===== src/rtl/mlp_stream_fifo.sv =====
// mlp_stream_fifo: synchronous first-word-fall-through stream FIFO with a
// valid/ready handshake on both sides, a synchronous flush and an occupancy
// count.
//
// Ports:
//   clk_i        clock; all state updates on the rising edge
//   rst_i        synchronous active-high reset (clears pointers and count)
//   flush_i      synchronous discard of all stored entries
//   in_valid_i   producer offers in_data_i
//   in_data_i    write word
//   in_ready_o   FIFO can accept a word this cycle (not full)
//   out_valid_o  out_data_o holds the oldest stored word (not empty)
//   out_data_o   oldest stored word
//   out_ready_i  consumer takes the word
//   count_o      number of stored entries
//   full_o       count_o == Depth
//   empty_o      count_o == 0
module mlp_stream_fifo #(
  parameter int unsigned DWidth = 32,
  parameter int unsigned Depth  = 4
) (
  input  logic                       clk_i,
  input  logic                       rst_i,
  input  logic                       flush_i,
  input  logic                       in_valid_i,
  input  logic [DWidth-1:0]          in_data_i,
  output logic                       in_ready_o,
  output logic                       out_valid_o,
  output logic [DWidth-1:0]          out_data_o,
  input  logic                       out_ready_i,
  output logic [$clog2(Depth):0]     count_o,
  output logic                       full_o,
  output logic                       empty_o
);

  localparam int unsigned AddrW = $clog2(Depth);
  localparam int unsigned CntW  = AddrW + 1;

  logic [DWidth-1:0] storage [Depth];
  logic [AddrW-1:0]  rd_ptr;
  logic [AddrW-1:0]  wr_ptr;
  logic [CntW-1:0]   count;
  logic [CntW-1:0]   count_nxt;
  logic              full_q;
  logic              empty_q;
  logic              push;
  logic              pop;

  // Handshakes depend only on registered flags, never on the other side's
  // same-cycle request, so a full FIFO rejects a push even while popping.
  assign push = in_valid_i & ~full_q;
  assign pop  = out_ready_i & ~empty_q;

  // Occupancy after this edge when neither reset nor flush is active.
  always_comb begin
    count_nxt = count;
    case ({push, pop})
      2'b10:   count_nxt = count + CntW'(1);
      2'b01:   count_nxt = count - CntW'(1);
      default: count_nxt = count;
    endcase
  end

  // Pointers, count and the registered full/empty flags.
  always_ff @(posedge clk_i) begin
    if (rst_i || flush_i) begin
      rd_ptr  <= '0;
      wr_ptr  <= '0;
      count   <= '0;
      full_q  <= 1'b0;
      empty_q <= 1'b1;
    end else begin
      if (push) wr_ptr <= wr_ptr + AddrW'(1);
      if (pop)  rd_ptr <= rd_ptr + AddrW'(1);
      count   <= count_nxt;
      full_q  <= (count_nxt == CntW'(Depth));
      empty_q <= (count_nxt == '0);
    end
  end

  // Storage array has no reset; only accepted pushes write it.
  always_ff @(posedge clk_i) begin
    if (push && !rst_i && !flush_i) begin
      storage[wr_ptr] <= in_data_i;
    end
  end

  assign in_ready_o  = ~full_q;
  assign out_valid_o = ~empty_q;
  assign out_data_o  = storage[rd_ptr];
  assign count_o     = count;
  assign full_o      = full_q;
  assign empty_o     = empty_q;

endmodule


===== config.mk =====
export PLATFORM = sky130hd
export DESIGN_NAME = mlp_stream_fifo
export DESIGN_NICKNAME = d
export VERILOG_FILES = /design/src/rtl/mlp_stream_fifo.sv
export SDC_FILE = /design/constraint.sdc
export NUM_CORES = 1
export LEC_CHECK = 0
export CAP_MARGIN = 20
export CORE_UTILIZATION = 55
export DETAILED_ROUTE_END_ITERATION = 6
export DONT_BUFFER_PORTS = 1
export PLACE_DENSITY_LB_ADDON = 0.1
export SYNTH_ARGS = -nofsm -noshare
export SYNTH_HDL_FRONTEND = slang
export SYNTH_SLANG_ARGS = --single-unit
export TNS_END_PERCENT = 20

===== constraint.sdc =====
create_clock -name clk_i -period 2.8 [get_ports clk_i]
set_input_delay 0.28 -clock clk_i [delete_from_list [all_inputs] [get_ports clk_i]]
set_output_delay 0.28 -clock clk_i [all_outputs]
set_load 0.02 [all_outputs]

# Word level (Yosys, flattened, before mapping)
# Memory sizes are Yosys's and may differ from the RTL's. A register that Yosys moved wholly into a read port is not among the register bits.
# Index checks and enable logic that the tools add are counted.
dict set report word_totals {
  regBits 9
  mem_bits_rw 128
  inputBits 37
  output_inout_bits 39
  elab_cells 28
  memories 1
}
dict set report op_classes {
  n_addsub 4
  n_eq_ne 3
  n_mux 5
  bitwise_logic 4
  reduce_logical 6
}
# name depth word_bits read_ports rd_clocked_by_memory_dff write_ports line_no
set mem_list {}
lappend mem_list {storage 4 32 1 1 1 39} ;# logic [DWidth-1:0] storage [Depth];
# cell n
set ops {}
lappend ops {{$pmux W3 S2} 1}
lappend ops {{$add A2 B1 Y2 const B} 2}
lappend ops {{$mux W2} 2}
lappend ops {{$add A3 B1 Y3 const B} 1}
lappend ops {{$eq A3 B3 Y1 const B} 1}
lappend ops {{$logic_not A3 Y1} 1}
lappend ops {{$sub A3 B1 Y3 const B} 1}
lappend ops {{$and A1 B1 Y1} 2}
lappend ops {{$eq A2 B1 Y1 const B} 1}
lappend ops {{$eq A2 B2 Y1 const B} 1}
lappend ops {{$logic_and A1 B1 Y1} 2}
lappend ops {{$logic_not A1 Y1} 2}
lappend ops {{$mux W1} 2}
lappend ops {{$not A1 Y1} 2}
lappend ops {{$logic_or A1 B1 Y1} 1}

# Logic depth before layout (Yosys ltp)
dict set report logic_depth {
  word_depth 6
  mapped_depth 9
  depth_no_buf 8
}

# Worst setup path after synthesis
# Ideal clock, no wire load.
dict set report synth_timing {
  kind {register to register}
  startpoint {register full_q, in the netlist full_o}
  endpoint {register full_q, in the netlist full_o}
  setup_ns 0.066
  arrival_time_ns 2.092
  required_time_ns 2.734
  setup_slack_ns 0.641
  path_stages_with_launch 10
  path_buffers 1
  synth_period_minus_slack_ns 2.159
  path_cell_list {dfxtp_1 > nor2b_1 > clkbuf_1 > inv_1 > ha_1 > inv_1 > fa_1 > xor2_1 > or4_4 > a21oi_2}
}
dict set report synth_between {
  elab_chain_cells 5
  word_cells_on_any_way 6
  classes_between {eq/ne: 3; mux: 1; bitwise: 2}
}
# item line_no
set synth_rtl {}
lappend synth_rtl {{from (decl)} 44} ;# logic full_q;
lappend synth_rtl {{from (signal assigned)} 76} ;# full_q <= (count_nxt == CntW'(Depth));
lappend synth_rtl {{$not A1 Y1 *} 51} ;# assign push = in_valid_i & ~full_q;
lappend synth_rtl {{$and A1 B1 Y1 *} 51}
lappend synth_rtl {{$eq A2 B1 Y1 / $eq A2 B2 Y1 (equally long branches)} 57} ;# case ({push, pop})
lappend synth_rtl {{$pmux W3 S2 *} 57}
lappend synth_rtl {{$eq A3 B3 Y1 *} 76}
# Mark *: on every way between the ends. The rest lies on a longest branch, timed or not.
# A chain may end at the register's enable or synchronous reset.

# Worst setup path in the final report
dict set report layout_timing {
  startpoint {register full_q, in the netlist full_o}
  endpoint {register empty_q, in the netlist empty_o}
}
dict set report layout_between {
  elab_chain_cells 5
  word_cells_on_any_way 6
  classes_between {eq/ne: 2; mux: 1; bitwise: 2; reduce/logical: 1}
}
# item line_no
set layout_rtl {}
lappend layout_rtl {{$not A1 Y1 *} 51}
lappend layout_rtl {{$and A1 B1 Y1 *} 51}
lappend layout_rtl {{$eq A2 B1 Y1 / $eq A2 B2 Y1 (equally long branches)} 57}
lappend layout_rtl {{$pmux W3 S2 *} 57}
lappend layout_rtl {{$logic_not A3 Y1 *} 77} ;# empty_q <= (count_nxt == '0);
lappend layout_rtl {{to (signal assigned)} 77}
lappend layout_rtl {{to (decl)} 45} ;# logic empty_q;
# Marked as above.

==> impl_metrics.py <==
metrics = {
    "status": {
        "status": "complete, no violations",
    },
    "sta": {
        "setup-violations-final": 0,
        "max_slew_margin_pct": 45.3,
        "fin_crit_ns": 2.43,
        "max_freq_ghz": 0.411,
        "slew_viol_final": 0,
        "final_hold_viol_count": 0,
        "finalCritPeriodShare_pct": 87.0,
        "tightestPinTransition_ns": 0.820,
        "setup_tns_ns": 0,
        "grt_setup_unrepaired": "false",
        "final.setup_skew_ns": 0.00779,
    },
    "clock_tree": {
        "numClockSinks": 139,
        "root_buffer": "clkbuf_8",
        "cts_resized": 0,
        "cts_tree": "yes",
        "clk_latency_ns": 0.50,
        "clock_path_buffers": 2,
        "cts_buffers": 17,
        "htreeDepth": 4,
        "clk_pin_slew_ns": 0.06,
    },
    "setup_path": {
        "start_kind": "flip-flop",
        "cp_top_family": "adder cells",
        "crit_chain": "nor2b_1 -> inv_1 -> ha_1 -> inv_1 -> fa_1 -> and3b_1 -> a31oi_1 -> o31ai_1",
        "cpMaxStageDelayCell": "nor2b_1",
        "cp_num_buf_inv": 2,
        "r2r_cells": 8,
        "cp.required_ns": 3.17,
        "endpoint_kind": "flip-flop",
        "reg2reg_slack_ns": 0.37,
        "r2r-end": "empty_o$_SDFF_PP1_",
        "timing.rr.start": "full_o$_SDFF_PP0_",
        "crit_arrival_ns": 2.81,
        "cp_max_fo": 7,
        "cp_common_cell": "inv_1",
        "cpPeakStageDelay_ns": 0.46,
        "worstSetupPathType": "flip-flop to flip-flop",
    },
    "worst_hold_path": {
        "min_from": "out_ready_i",
        "hold_depth": 3,
        "hold_class": "primary input to flip-flop",
    },
    "floorplan": {
        "initial_core_util_pct": 58.1,
        "die-height_um": 98.9,
        "dieArea_um2": 9780,
        "die_w_um": 98.9,
        "core_area_um2": 8890,
        "ios": 76,
        "rows": 34,
    },
    "power_and_ir_drop": {
        "max-vdd-ir-drop_uv": 405,
        "p_per_area_nw_per_um2": 730,
        "cellLeakagePower_nw": 2.01,
    },
    "placement": {
        "dpl.hpwl_um": 4970,
        "routabilityCongestion": 0.715,
        "port_buffers": 0,
    },
    "grt": {
        "grt_overflow": 0,
        "grt_max_degree": 33,
        "grt_pass1_wl_um": 13300,
        "antenna_found_initial": 0,
        "track_usage_pct": 19.1,
        "first_global_vias": 2565,
    },
    "detailed_routing": {
        "drt_iter0_drc": 121,
        "drtPass1Iterations": 4,
        "dr_total_vias": 2311,
        "wirelength_um": 8530,
        "wl_per_cell_um": 21.5,
        "postRouteAntennaNets": 0,
        "via_per_inst": 5.82,
        "drc": 0,
    },
    "synth": {
        "yosys-top-cells-area": "edfxtp_1 74%, mux4_2 14%, dfxtp_1 4.3%",
        "syn_avg_cell_area_um2": 22.6,
        "synth_top_area_cell": "edfxtp_1",
        "synth-edff-count": 128,
        "yosysMostFrequentCell": "edfxtp_1",
        "yosysUniqueCellTypes": 28,
        "synth_nets": 271,
        "synth_area_um2": 5160,
        "syn_inst": 228,
        "ys_seq_elements": 139,
        "ys_seq_area_share_pct": 78.7,
        "netlist.area_leader.share_pct": 74.4,
        "synth_common_cells": "128 x edfxtp_1, 32 x mux4_2, 11 x dfxtp_1",
        "ys.flop_type": "edfxtp_1",
        "yosysWarnings": 0,
        "ys_async_sr_fraction_pct": 0,
    },
    "final_layout": {
        "drive_gt1_share_pct": 25.6,
        "nets": 319,
        "fill_cells": 513,
        "antenna_cells": 0,
        "area_growth_pct": 20.6,
        "final_core_util_pct": 70.1,
    },
    "run": {
        "drv_cap": 0,
    },
}
==> flip-flops by register name (all words and copies together) (netlist names), named ones only <==
register,count
rd_ptr,2
empty_o,1
count_o,3
wr_ptr,2
storage,128
full_o,1
==> cell families (layout without fill, tap and decap cells) <==
kind of cell    after synthesis  in the layout  share of synthesized area, %
mux                          33             33                          14.2
simple gates                 21             21                          2.20
buf+inv                      18             79                          1.67
flops                       139            139                          78.7
fa+ha+maj                     6              6                          1.60
xor+xnor                      5              5                         0.848
compound gates                6              6                         0.824
==> metal layers <==
metal	up-vias	share of wire [%]	GRT usage (%)
met4	0	0.50	7.12
met3	4	5.6	6.03
met1	1205	38	21.4
met2	70	55	34.3
li1	1032	-	-
met5	-	0	0
==> per-stage QoR <==
step                power (mW)  hold slack, ns  cells  cell area (um2)  setup slack, ns
floorplan                 2.43           0.379    228             5160            0.641
global placement          2.45           0.379    331             5330            0.647
detailed placement        2.46           0.379    331             5330            0.417
CTS                       4.59          0.0414    397             6230            0.309
global route              4.68          0.0807    397             6230            0.267
finish                    4.55          0.0678    397             6230            0.365
==> what timing repair did <==
item | 4_1_cts | 5_1_grt
endpoints found under the hold margin | 129 | 0
hold buffers | 34 | 0
setup buffers | 0 | 0
==> worst max path at each step <==
stage,slack (ns),startpoint,endpoint,cells past startpoint
finish,0.37,full_o$_SDFF_PP0_,empty_o$_SDFF_PP1_,8
floorplan,0.64,full_o$_SDFF_PP0_,full_o$_SDFF_PP0_,9
detailed placement,0.42,full_o$_SDFF_PP0_,empty_o$_SDFF_PP1_,8
global route,0.27,flip-flop,out_data_o[23],2
CTS,0.31,flip-flop,out_data_o[23],2
global placement,0.65,full_o$_SDFF_PP0_,empty_o$_SDFF_PP1_,8
==> placed cells by master (no fill, tap or decap), drive strengths merged, types with 2 or more instances in the layout <==
cell type    instances
xnor2                2
clkinvlp             2
dfxtp               11
and3                 4
xor2                 3
clkinv               7
nor2                 9
edfxtp             128
dlygate4sd3         34
clkbuf              18
bufinv               2
inv                 11
mux4                32
a21oi                2
buf                  5
nor2b                2
ha                   5
==> worst register-to-register path: stages, from the launching register on <==
cell and delay (ns):
dfxtp_1 0.39, nor2b_1 0.46, inv_1 0.11, ha_1 0.26, inv_1 0.09, fa_1 0.44, and3b_1 0.20, a31oi_1 0.25
o31ai_1 0.12
==> report_power, final <==
part,switching [mW],internal (mW)
registers,0.0153,2.29
logic,0.0894,0.0715
clock network,0.813,1.27
==> final cells by class <==
class                      instances  area [um2]  area share [%]
clock inverter                    14         145            2.33
timing repair buffer              39         415            6.67
sequential                       139        4070            65.3
inverter                           8        30.0           0.482
clock buffer                      18         418            6.71
tap                              108         135            2.17
multi-input combinational         71        1020            16.4
(Power assumes the default switching activity.)
